[src/rtl/bram_porta_arbiter.sv]
// Port-A arbiter for the character/attribute BRAM: round-robin between two bus
// requesters, plus a built-in sweep engine that fills every word with one value.
module bram_porta_arbiter #(
    parameter int DATA_WIDTH = 2,
    parameter int ADDR_WIDTH = 4
) (
    input  logic                  clk_i,
    input  logic                  rst_i,

    input  logic                  r0_req_i,
    input  logic                  r0_we_i,
    input  logic [ADDR_WIDTH-1:0] r0_addr_i,
    input  logic [DATA_WIDTH-1:0] r0_wdata_i,
    output logic                  r0_gnt_o,
    output logic                  r0_rvalid_o,
    output logic [DATA_WIDTH-1:0] r0_rdata_o,

    input  logic                  r1_req_i,
    input  logic                  r1_we_i,
    input  logic [ADDR_WIDTH-1:0] r1_addr_i,
    input  logic [DATA_WIDTH-1:0] r1_wdata_i,
    output logic                  r1_gnt_o,
    output logic                  r1_rvalid_o,
    output logic [DATA_WIDTH-1:0] r1_rdata_o,

    input  logic                  clr_start_i,
    input  logic [DATA_WIDTH-1:0] clr_value_i,
    output logic                  clr_busy_o,
    output logic                  clr_done_o,

    output logic [ADDR_WIDTH-1:0] addra_o,
    output logic                  wea_o,
    output logic [DATA_WIDTH-1:0] dina_o,
    input  logic [DATA_WIDTH-1:0] douta_i
);

    localparam int DEPTH = 2 ** ADDR_WIDTH;
    localparam logic [ADDR_WIDTH-1:0] LAST_ADDR = ADDR_WIDTH'(DEPTH - 1);

    typedef enum logic [1:0] {
        IDLE  = 2'd0,
        CLEAR = 2'd1,
        DONE  = 2'd2
    } state_t;

    state_t                state_q, state_d;
    logic [ADDR_WIDTH-1:0] cnt_q, cnt_d;
    logic [DATA_WIDTH-1:0] fill_q, fill_d;
    logic                  last_r1_q, last_r1_d;
    logic                  r0_rvalid_q, r1_rvalid_q;
    logic                  gnt0, gnt1;

    // NOTE: every combinational output gets a default first, so no path
    // through the case statement can leave a value held and infer a latch.
    always_comb begin
        state_d    = state_q;
        cnt_d      = cnt_q;
        fill_d     = fill_q;
        last_r1_d  = last_r1_q;
        gnt0       = 1'b0;
        gnt1       = 1'b0;
        addra_o    = '0;
        wea_o      = 1'b0;
        dina_o     = '0;
        clr_busy_o = 1'b0;
        clr_done_o = 1'b0;

        case (state_q)
            IDLE: begin
                // On a tie, the requester not served last wins.
                if (!rst_i) begin
                    if (r0_req_i && (!r1_req_i || last_r1_q)) gnt0 = 1'b1;
                    else if (r1_req_i)                        gnt1 = 1'b1;
                end
                if (gnt0) begin
                    addra_o   = r0_addr_i;
                    wea_o     = r0_we_i;
                    dina_o    = r0_wdata_i;
                    last_r1_d = 1'b0;
                end else if (gnt1) begin
                    addra_o   = r1_addr_i;
                    wea_o     = r1_we_i;
                    dina_o    = r1_wdata_i;
                    last_r1_d = 1'b1;
                end
                if (clr_start_i) begin
                    state_d = CLEAR;
                    cnt_d   = '0;
                    fill_d  = clr_value_i;
                end
            end
            CLEAR: begin
                clr_busy_o = 1'b1;
                wea_o      = 1'b1;
                addra_o    = cnt_q;
                dina_o     = fill_q;
                if (cnt_q == LAST_ADDR) begin
                    state_d = DONE;
                    cnt_d   = '0;
                end else begin
                    cnt_d = cnt_q + 1'b1;
                end
            end
            DONE: begin
                clr_done_o = 1'b1;
                state_d    = IDLE;
            end
            default: state_d = IDLE;
        endcase
    end

    // NOTE: state registers use non-blocking assignments so every flop samples
    // the pre-edge values regardless of evaluation order.
    always_ff @(posedge clk_i) begin
        if (rst_i) begin
            state_q     <= IDLE;
            cnt_q       <= '0;
            fill_q      <= '0;
            last_r1_q   <= 1'b1;
            r0_rvalid_q <= 1'b0;
            r1_rvalid_q <= 1'b0;
        end else begin
            state_q     <= state_d;
            cnt_q       <= cnt_d;
            fill_q      <= fill_d;
            last_r1_q   <= last_r1_d;
            r0_rvalid_q <= gnt0 && !r0_we_i;
            r1_rvalid_q <= gnt1 && !r1_we_i;
        end
    end

    assign r0_gnt_o    = gnt0;
    assign r1_gnt_o    = gnt1;
    assign r0_rvalid_o = r0_rvalid_q;
    assign r1_rvalid_o = r1_rvalid_q;
    // BRAM read latency is one cycle, so douta_i lines up with the rvalid cycle.
    assign r0_rdata_o  = douta_i;
    assign r1_rdata_o  = douta_i;

endmodule

[config.mk]
export PLATFORM = sky130hd
export DESIGN_NAME = bram_porta_arbiter
export DESIGN_NICKNAME = d
export VERILOG_FILES = /design/src/rtl/bram_porta_arbiter.sv
export SDC_FILE = /design/constraint.sdc
export NUM_CORES = 1
export LEC_CHECK = 0
export ABC_CLOCK_PERIOD_IN_PS = 2850
export BUFFER_PORTS_ARGS = -buffer_cell sky130_fd_sc_hd__clkbuf_2
export CORE_MARGIN = 1
export CORE_UTILIZATION = 35
export DETAILED_ROUTE_END_ITERATION = 10
export GPL_TIMING_DRIVEN = 1
export PLACE_DENSITY_LB_ADDON = 0.08
export SYNTH_ARGS = -nofsm -noshare
export SYNTH_HDL_FRONTEND = slang
export SYNTH_SLANG_ARGS = --single-unit
[constraint.sdc]
create_clock -name clk_i -period 2.85 [get_ports clk_i]
set_input_delay 0.4275 -clock clk_i [delete_from_list [all_inputs] [get_ports clk_i]]
set_output_delay 0.4275 -clock clk_i [all_outputs]
set_load 0.05 [all_outputs]
Word-level counts from Yosys, hierarchy flattened. Cells that the tools add are included.

Bits in registers: 11. Bits of input ports: 23.

Add/subtract/negate cells: 1. Equal/unequal tests: 5. Mux-type cells: 28. Reduce and logical (&&, ||, !) cells: 14.

Operators with widths (count): $mux 4 (4); $pmux 4 s2 (2); $mux 1 (15); $mux 2 (4); $pmux 2 s2 (2); $reduce_and 2->1 (4); $add 4x1->4 const B (1); $eq 4x4->1 const B (1); $ne 2x2->1 const B (2); $reduce_bool 2->1 (2); $logic_and 1x1->1 (3); $logic_not 1->1 (3); $eq 2x1->1 const B (1); $eq 2x2->1 const B (1); $logic_not 2->1 (1); $pmux 1 s2 (1); $logic_or 1x1->1 (1).

Longest topological paths before layout. Gate-level depths: netlist of run 1.

Depth after elaboration: 9. Gate-level depth with buffers: 5. Depth with buffers taken out: 4.

Least setup slack after synthesis of run 1. Ideal clock, no wire load.

Path kind: input to output. Start point: input port r1_req_i. End point: output port wea_o. Data arrival time: 2.007 ns. Slack: 0.415 ns. Stages on the path: 3. Cell sequence: a21boi_1 > a32oi_1 > o31ai_1.

Cells in the longest elaborated chain, start to end: 9. Elaborated cells on any way between the ends: 13. Those cells by class: mux: 10; reduce/logical: 3.

RTL lines: start: declaration (line 18) `input logic r1_req_i,`; $logic_not 1->1 (line 72) `if (r0_req_i && (!r1_req_i || last_r1_q)) gnt0 = 1'b1;`; $logic_or 1x1->1 (line 72); $logic_and 1x1->1 (line 72); $mux 1 (line 72); $mux 1 (line 71) `if (!rst_i) begin`; $mux 1 (line 68) `case (state_q)`; $mux 1 (line 80) `end else if (gnt1) begin`; $mux 1 (*) (line 75) `if (gnt0) begin`; $pmux 1 s2 (*) (line 68); end: declaration (line 32) `output logic wea_o,`.

Mark *: on every way between the ends. The rest lies on a longest branch, timed or not. The select of a mux whose other input is x is not followed.

Final worst setup path of run 1.
Start point: register state_q[1]. End point: output port dina_o[0].

Cells in the longest elaborated chain, start to end: 2. Elaborated cells on any way between the ends: 3. Those cells by class: eq/ne: 1; mux: 1; reduce/logical: 1.

RTL lines: start: declaration (line 46) `state_t state_q, state_d;`; start signal: assignment (line 123) `state_q <= state_d;`; $eq 2x1->1 or $logic_not 2->1 (tied branches) (line 68); $pmux 2 s2 (*) (line 68); end: declaration (line 33) `output logic [DATA_WIDTH-1:0] dina_o,`.

Mark *: on every way between the ends. The rest lies on a longest branch, timed or not.

==> results of run 1 <==
==> cell families (layout without fill, tap and decap cells) <==
family	Yosys count	count (layout)	synth area share [%]
AO/OA/AOI/OAI	18	18	22.5
multiplexers	2	2	3.19
buffers and inverters	10	40	10.8
adder cells (fa/ha/maj)	1	1	1.99
AND/OR/NAND/NOR	29	29	26.5
flip-flops	11	11	35.1
==> registers in the layout (all words and copies together), names as in the netlist <==
| signal | count |
|---|---|
| r1_rvalid_o | 1 |
| state_q | 2 |
| r0_rvalid_o | 1 |
| cnt_q | 4 |
| last_r1_q | 1 |
| fill_q | 2 |
==> how the worst min path moves through the flow <==
stage	from	to	slack, ps	cells after the start
final	r1_we_i	r1_rvalid_o	330	2
after global routing	r1_we_i	r1_rvalid_o	310	2
after CTS	r1_we_i	r1_rvalid_o	320	2
after detailed placement	cnt_q[0]	cnt_q[0]	510	2
after global placement	fill_q[1]	fill_q[1]	510	2
after floorplan	fill_q[0]	fill_q[0]	460	2
==> cells in the mapped netlist (2+ instances only) <==
master / n / area (µm²)
dfxtp_1: 11 / 220
and3_1: 8 / 50.1
buf_6: 2 / 22.5
inv_1: 3 / 11.3
nor3b_1: 2 / 15.0
or3_1: 2 / 12.5
nand2_1: 4 / 15.0
and2b_1: 2 / 15.0
mux2i_1: 2 / 20.0
buf_4: 4 / 30.0
a21oi_1: 4 / 20.0
nor2_1: 6 / 22.5
a221o_1: 6 / 60.1
==> layer usage <==
metal / vias to the layer above / share of wire (%) / GRT usage [%]
met5: - / 0 / 0
met4: 0 / 0 / 6.06
met3: 0 / 7.5 / 7.76
met2: 24 / 51 / 29.4
met1: 295 / 42 / 19.5
li1: 327 / - / -
==> power groups by stage <==
stage	registers (mW)	clock network [mW]	logic, mW
after floorplan	0.172	0	0.0893
after global placement	0.170	0	0.103
after detailed placement	0.170	0	0.104
after CTS	0.167	0.113	0.105
after global routing	0.168	0.124	0.111
final	0.167	0.110	0.104
==> area by class of cell <==
cell class                 instances  area [µm²]
inverter                           3        11.3
clock buffer                       4        26.3
tap                               24        30.0
timing repair buffer              33         165
sequential                        11         220
fill                             169         801
multi-input combinational         50         340
==> worst max-delay path, cell delays in order, from the launching register on <==
cell      delay [ps]
dfxtp_1          370
nor3_2           400
and3_1           420
a221o_1          210
clkbuf_2         270
==> reports/qor.csv, run 1 <==
stage;metric;value;unit
worst_setup_path;endpoint;dina_o[0];
logic_synthesis;synth_edf_count;0;
timing;worst_clock_skew;5.21;ps
clock_tree;clock_latency;270;ps
timing;fmax;420;MHz
global_route;grt_pass1_vias;578;
logic_synthesis;synth-async-reset-ratio;0;%
pwr;p_leak;0.406;nW
layout;post-route-util;49.8;%
pwr;internal_power;0.248;mW
pwr;pwr-share-seq;43.8;%
routing;drcViolationCount;0;
global_route;grt_overflow_total;0;
timing;period_share;83.6;%
global_route;grt_pass1_wl;2440;µm
logic_synthesis;ys_ff_latch;11;
place;dp_slack;566;ps
place;dp.cells;121;
global_route;grt_antenna_before_repair;0;
worst_setup_path;start_kind;flip-flop;
routing;dr_total_vias;646;
worst_setup_path;critical_path_required;2420;ps
pwr;power_frac_comb;27.3;%
timing;rsz0062_at_grt;false;
logic_synthesis;synth_ff_type;dfxtp_1;
flow_run;cap_violations;0;
timing;setup_ws;468;ps
layout;final_cell_mix;clkbuf_2, dfxtp_1, and3_1, a221o_1, nor2_1;
logic_synthesis;synth_cell_type_count;28;
clock_tree;post_cts_resized;0;
routing;drt_wl_total;1580;µm
pwr;ir_drop;294;µV
timing;finalHoldViolations;0;
worst_setup_path;crit_arrival;1950;ps
layout;n_antenna_cell;0;
worst_setup_path;r2r-start;state_q[1];
logic_synthesis;avgSynthCellArea;8.85;µm²
clock_tree;path_clk_slew;70;ps
global_route;groute.usage.overall;17.5;%
clock_tree;numCtsBuffers;3;
layout;area_growth;26.3;%
worst_setup_path;crit_start;state_q[1];
place;hpwlAfterDp;1250;µm
logic_synthesis;syn_area;628;µm²
clock_tree;clock_path_buffers;2;
clock_tree;hold_buffers;0;
worst_setup_path;worst-path-max-fanout;9;
layout;drive_gt1_share;37.6;%
floorplan;rows;14;
pwr;p_switching;0.132;mW
floorplan;core_area;0.00159;mm²
floorplan;die_y;44.4;µm
worst_setup_path;timing.rr.end;r0_rvalid_o;
routing;antenna_left;0;
place;post_dp_cell_area;767;µm²
routing;firstDrtPassIters;4;
clock_tree;cts_root_buf;clkbuf_4;
layout;fin_area;793;µm²
layout;final_common_cell;clkbuf_2;
floorplan;dieArea;0.00197;mm²
timing;whs;328;ps
global_route;grt_max_degree;12;
worst_setup_path;reg2reg_depth;3;
routing;drt_iter0_drc;8;
pwr;finalPower;0.380;mW
floorplan;start_util;39.4;%
worst_setup_path;crit_type;reg -> out;
outcome;status;complete, no violations;
pwr;power.share.clock;28.9;%
routing;wl_per_cell;12.6;µm
place;portBuffers;33;
timing;setup_tns;0;ps
logic_synthesis;seq_area_frac_synth;35.1;%
floorplan;io_pins;40;
clock_tree;post-cts-setup-buffers;0;
clock_tree;cts_tree;done;
worst_hold_path;hold_path.class;in -> reg;
timing;slew_violations;0;
timing;setup_viol;0;
clock_tree;cts_sinks;11;
logic_synthesis;synthCells;71;
layout;finalNetCount;126;
layout;final_cells;125;
timing;worst_slew_pin_slew;452;ps
logic_synthesis;synth_fp_nets;95;
pwr;powerDensity;479;mW/mm²
timing;relSlewSlack;69.8;%
clock_tree;h-tree-depth;1;
timing;fin_crit;2380;ps
routing;vias_per_cell;5.17;
logic_synthesis;yosysWarnings;0;
pwr;switching_share;34.8;%
place;gp_congestion;0.759;
worst_setup_path;end_kind;output port;
worst_setup_path;rrSetupSlack;1440;ps
floorplan;die_x;44.4;µm
(Power assumes the default switching activity.)
==> inputs of run 2 (changes only) <==
ABC_CLOCK_PERIOD_IN_PS = 2200   (was 2850)
clock period = 2.2 ns   (was 2.85 ns; I/O delays follow)
==> run 2 against run 1 <==
Against the previous run:
- non-clock buffer count grew 1
- combinational power is 31% higher
- clock-buffer cell count is the same
- clock power up 28%
- cell count grew 0.80%
- hold slack worse by 100 ps
- sequential power up 29%
- first-iteration DRC count up 88%
- critical path depth stayed put
- largest cell class unchanged
==> reports/qor.csv, run 2 (synthesized netlist as in run 1, its figures left out) <==
stage;metric;value;unit;change
outcome;status;complete, no violations;;
routing;dr_total_vias;632;;-2.2%
pwr;finalPower;0.492;mW;+30%
pwr;power_frac_comb;27.6;%;+0.3 points
layout;finalNetCount;127;;+0.79%
worst_setup_path;crit_arrival;1750;ps;-200 ps
clock_tree;clock_latency;270;ps;about the same
flow_run;cap_violations;0;;unchanged
timing;setup_tns;0;ps;unchanged
routing;drt_wl_total;1390;µm;-12%
global_route;grt_pass1_vias;532;;-8.0%
pwr;ir_drop;396;µV;+35%
worst_setup_path;reg2reg_depth;4;;+1
pwr;power.share.clock;28.6;%;-0.3 points
layout;top_register;cnt_q;;
global_route;grt_antenna_before_repair;0;;unchanged
routing;antenna_left;0;;unchanged
timing;worst_slew_pin_slew;469;ps;+17.0 ps
clock_tree;path_clk_slew;70;ps;about the same
place;dp.cells;122;;+0.83%
place;portBuffers;33;;unchanged
floorplan;rows;14;;unchanged
pwr;pwr-share-seq;43.7;%;about the same
timing;setup_viol;0;;unchanged
clock_tree;cts_tree;done;;
layout;n_antenna_cell;0;;unchanged
worst_setup_path;end_kind;output port;;
layout;fin_area;806;µm²;+1.6%
pwr;powerDensity;611;mW/mm²;+28%
routing;drcViolationCount;0;;unchanged
floorplan;start_util;39.4;%;unchanged
worst_setup_path;worst-path-max-fanout;11;;+2
layout;seq_area;220;µm²;unchanged
worst_setup_path;crit_buf_inv;2;;+1
layout;final_common_cell;clkbuf_2;;
clock_tree;h-tree-depth;1;;unchanged
routing;vias_per_cell;5.02;;-2.9%
floorplan;core_area;0.00159;mm²;unchanged
worst_hold_path;hold_path.class;in -> reg;;
layout;final_cells;126;;+0.80%
worst_hold_path;min_path_cells;2;;unchanged
global_route;grt_max_degree;12;;unchanged
pwr;p_switching;0.170;mW;+28%
clock_tree;post_cts_resized;0;;unchanged
worst_setup_path;cp.depth;4;;unchanged
floorplan;die_y;44.4;µm;unchanged
pwr;p_leak;0.412;nW;+1.6%
clock_tree;post-cts-setup-buffers;0;;unchanged
worst_setup_path;critical_path_required;1870;ps;-550 ps
timing;rsz0062_at_grt;false;;
pwr;internal_power;0.323;mW;+30%
clock_tree;cts_root_buf;clkbuf_4;;
timing;period_share;94.3;%;
layout;largest_reg_flops;4;;unchanged
routing;wl_per_cell;11.0;µm;-13%
layout;reg_top3;cnt_q: 4 flops, fill_q: 2 flops, state_q: 2 flops;;
layout;drive_gt1_share;39.2;%;+1.6 points
clock_tree;numCtsBuffers;3;;unchanged
worst_setup_path;path_cells;nand2b_2 > inv_1 > a221o_1 > clkbuf_2;;
timing;slew_violations;0;;unchanged
global_route;grt_pass1_wl;2170;µm;-11%
global_route;groute.usage.overall;14.9;%;-2.6 points
place;post_dp_cell_area;779;µm²;+1.6%
layout;multi_input_area;345;µm²;+1.5%
timing;whs;224;ps;-105 ps
worst_setup_path;slowest_stage;dfxtp_1;;
layout;area_growth;28.3;%;
floorplan;die_x;44.4;µm;unchanged
layout;fill_cells;159;;-5.9%
place;gp_congestion;0.727;;-4.3%
worst_setup_path;critPathTopFamily;flip-flops;;
global_route;grt_overflow_total;0;;unchanged
worst_setup_path;start_kind;flip-flop;;
routing;firstDrtPassIters;4;;unchanged
pwr;switching_share;34.4;%;-0.39 points
clock_tree;clock_path_buffers;2;;unchanged
timing;fin_crit;2080;ps;
timing;finalHoldViolations;0;;unchanged
worst_setup_path;cp_slowest_stage_delay;460;ps;+40 ps
floorplan;io_pins;40;;unchanged
timing;relSlewSlack;68.7;%;-1.1 points
floorplan;dieArea;0.00197;mm²;unchanged
layout;final_cell_mix;clkbuf_2, dfxtp_1, and3_1, a221o_1, nor2_1;;
clock_tree;hold_buffers;0;;unchanged
place;hpwlAfterDp;1110;µm;-11%
clock_tree;cts_sinks;11;;unchanged
timing;fmax;482;MHz;
timing;worst_clock_skew;0.914;ps;-4.29 ps
routing;drt_iter0_drc;15;;+7
worst_setup_path;crit_type;reg -> out;;
-- run 2: final cells by class --
cell class / instances / area share [%]
Inverter: 3 / 1.40
Sequential cell: 11 / 27.3
Timing Repair Buffer: 34 / 21.4
Tap cell: 24 / 3.73
Multi-Input combinational cell: 50 / 42.9
Clock buffer: 4 / 3.26
-- run 2: path summary, 6_finish.rpt --
path,start,endpoint,slack (ps)
worst min-delay path,r1_we_i,r1_rvalid_o,220
worst max register to register,cnt_q[0],cnt_q[0],880
worst max-delay path,state_q[1],addra_o[1],120
worst min register to register,cnt_q[0],cnt_q[0],510
-- run 2: metal layers --
| layer | wire length, µm | global-route usage (%) |
|---|---|---|
| met1 | 637 | 17.6 |
| met4 | 0 | 4.24 |
| met3 | 98 | 4.90 |
| met5 | 0 | 0 |
| met2 | 653 | 25.6 |
-- run 2: power groups by stage --
stage | Clock [mW] | Combinational [mW] | Sequential (mW)
floorplan | 0 | 0.117 | 0.222
global placement | 0 | 0.136 | 0.220
detailed placement | 0 | 0.136 | 0.220
CTS | 0.146 | 0.137 | 0.215
global route | 0.155 | 0.146 | 0.217
finish | 0.141 | 0.136 | 0.215
-- run 2: stage by stage --
step,util [%],worst slack [ps]
floorplan,-,377
global placement,48.9,377
detailed placement,48.9,353
CTS,50.5,112
global route,50.5,34.4
finish,50.5,125
==> inputs of run 3 (changes only) <==
ABC_CLOCK_PERIOD_IN_PS = 2100   (was 2200)
SKIP_LAST_GASP = 1   (was default)
clock period = 2.1 ns   (was 2.2 ns; I/O delays follow)
==> run 3 against run 2 <==
Against the previous run:
- core utilization increased by 0.86 points
- setup slack improved by 4.9 ps
- clock skew rose by 3.3 ps
- sequential power rose by 5%
- register-to-register slack got worse by 100 ps
- clock-buffer cell count unchanged
- hold slack worse by 15 ps
- sequential share of layout area fell by 0.31 points
- critical endpoint is now dina_o[0]
- die area unchanged
- critical path type unchanged
- critical path depth is the same
- final area grew 1.7%
- combinational power rose by 7%
==> reports/qor.csv, run 3 (synthesized netlist as in run 1, its figures left out) <==
stage;metric;value;unit;change
layout;final_cells;127;;+0.79%
pwr;powerDensity;642;mW/mm²;+5.0%
floorplan;rows;14;;unchanged
place;portBuffers;33;;unchanged
worst_setup_path;worst-path-max-fanout;11;;unchanged
layout;n_antenna_cell;0;;unchanged
layout;largest_reg_flops;4;;unchanged
routing;drt_wl_total;1510;µm;+8.5%
clock_tree;clock_latency;270;ps;about the same
worst_hold_path;min_path_cells;2;;unchanged
routing;antenna_left;0;;unchanged
place;gp_congestion;0.752;;+3.4%
worst_setup_path;reg2reg_depth;4;;unchanged
timing;period_share;93.8;%;
routing;drcViolationCount;0;;unchanged
timing;worst_clock_skew;4.22;ps;+3.31 ps
clock_tree;numCtsBuffers;3;;unchanged
place;hpwlAfterDp;1180;µm;+5.9%
layout;reg_top3;cnt_q: 4 flops, fill_q: 2 flops, state_q: 2 flops;;
clock_tree;path_clk_slew;80;ps;about the same
timing;setup_viol;0;;unchanged
routing;firstDrtPassIters;2;;-2
clock_tree;hold_buffers;0;;unchanged
floorplan;start_util;39.4;%;unchanged
worst_hold_path;hold_start;r1_we_i;;
worst_setup_path;crit_arrival;1660;ps;-90 ps
floorplan;die_y;44.4;µm;unchanged
timing;worst_slew_pin_slew;363;ps;-107 ps
timing;finalHoldViolations;0;;unchanged
clock_tree;h-tree-depth;1;;unchanged
timing;setup_tns;0;ps;unchanged
layout;fin_area;820;µm²;+1.7%
global_route;grt_pass1_vias;569;;+7.0%
routing;vias_per_cell;5.00;;-0.32%
routing;dr_total_vias;635;;+0.47%
layout;area_growth;30.5;%;
layout;top_register;cnt_q;;
worst_setup_path;start_kind;flip-flop;;
floorplan;dieArea;0.00197;mm²;unchanged
clock_tree;cts_sinks;11;;unchanged
timing;slew_violations;0;;unchanged
floorplan;die_x;44.4;µm;unchanged
pwr;p_leak;0.418;nW;+1.3%
layout;final_common_cell;clkbuf_2;;
layout;final_cell_mix;clkbuf_2, dfxtp_1, and3_1, a221o_1, nor2_1;;
floorplan;io_pins;40;;unchanged
pwr;ir_drop;384;µV;-2.8%
outcome;status;complete, no violations;;
worst_setup_path;r2r-start;cnt_q[0];;
clock_tree;clock_path_buffers;2;;unchanged
clock_tree;cts_tree;done;;
global_route;grt_max_degree;12;;unchanged
place;post_dp_cell_area;787;µm²;+0.96%
timing;rsz0062_at_grt;false;;
global_route;grt_pass1_wl;2500;µm;+15%
floorplan;core_area;0.00159;mm²;unchanged
layout;drive_gt1_share;42.7;%;+3.5 points
timing;fmax;507;MHz;
worst_setup_path;critical_path_required;1780;ps;-90 ps
routing;drt_iter0_drc;4;;-11
layout;post-route-util;51.4;%;+0.86 points
worst_setup_path;crit_start;state_q[1];;
routing;wl_per_cell;11.9;µm;+7.6%
global_route;groute.usage.overall;17.8;%;+2.9 points
flow_run;cap_violations;0;;unchanged
timing;fin_crit;1970;ps;
worst_hold_path;hold_path.class;in -> reg;;
timing;relSlewSlack;75.8;%;+7.1 points
layout;finalNetCount;128;;+0.79%
global_route;grt_overflow_total;0;;unchanged
place;dp.cells;123;;+0.82%
worst_setup_path;crit_type;reg -> out;;
clock_tree;cts_root_buf;clkbuf_4;;
global_route;grt_antenna_before_repair;0;;unchanged
worst_setup_path;end_kind;output port;;
-- run 3: changes by cell type in the layout (fill, tap and decap cells not counted) --
| cell | before | now |
|---|---|---|
| a21boi_1 | 1 | 0 |
| and3_1 | 8 | 7 |
| buf_4 | 1 | 2 |
| a21boi_2 | 0 | 1 |
| dfxtp_1 | 11 | 10 |
| dfxtp_2 | 0 | 1 |
| and3_2 | 0 | 1 |
-- run 3: timing repair --
item	in CTS	in global routing
setup buffers	0	0
resized for setup	0	3
endpoints found under the setup margin	0	7
-- run 3: final cells by class --
type / count / area, µm²
Tap cell: 24 / 30.0
Fill cell: 173 / 774
Inverter: 3 / 11.3
Timing Repair Buffer: 35 / 180
Multi-Input combinational cell: 50 / 350
Clock buffer: 4 / 26.3
Sequential cell: 11 / 221
-- run 3: path summary, 6_finish.rpt --
kind	endpoint	slack, ps
worst max-delay path	dina_o[0]	130
worst min register to register	state_q[0]	510
worst min-delay path	r1_rvalid_o	210
worst max register to register	cnt_q[0]	780
-- run 3: metrics by stage --
stage | worst slack [ps] | hold WS, ps | total power, mW
floorplan | 295 | 387 | 0.355
global route | 15.7 | 204 | 0.554
finish | 130 | 209 | 0.526
detailed placement | 307 | 498 | 0.377
CTS | 3.44 | 200 | 0.531
global placement | 309 | 485 | 0.375
-- run 3: routing by layer --
metal | track usage (%) | up-vias | share of wire (%)
met4 | 6.06 | 0 | 0
li1 | - | 329 | -
met5 | 0 | - | 0
met3 | 7.35 | 0 | 7.6
met2 | 28.8 | 24 | 48
met1 | 21.1 | 282 | 45
-- run 3: where the power goes --
part / internal [mW] / switching, mW
combinational: 0.0493 / 0.0962
sequential: 0.217 / 0.00864
clock: 0.0736 / 0.0807
total: 0.340 / 0.186
-- run 3: critical path, cell delays in order, from the launching register on --
cell	delay [ps]
dfxtp_2	390
nand2b_2	190
inv_1	170
a221o_1	390
clkbuf_2	240
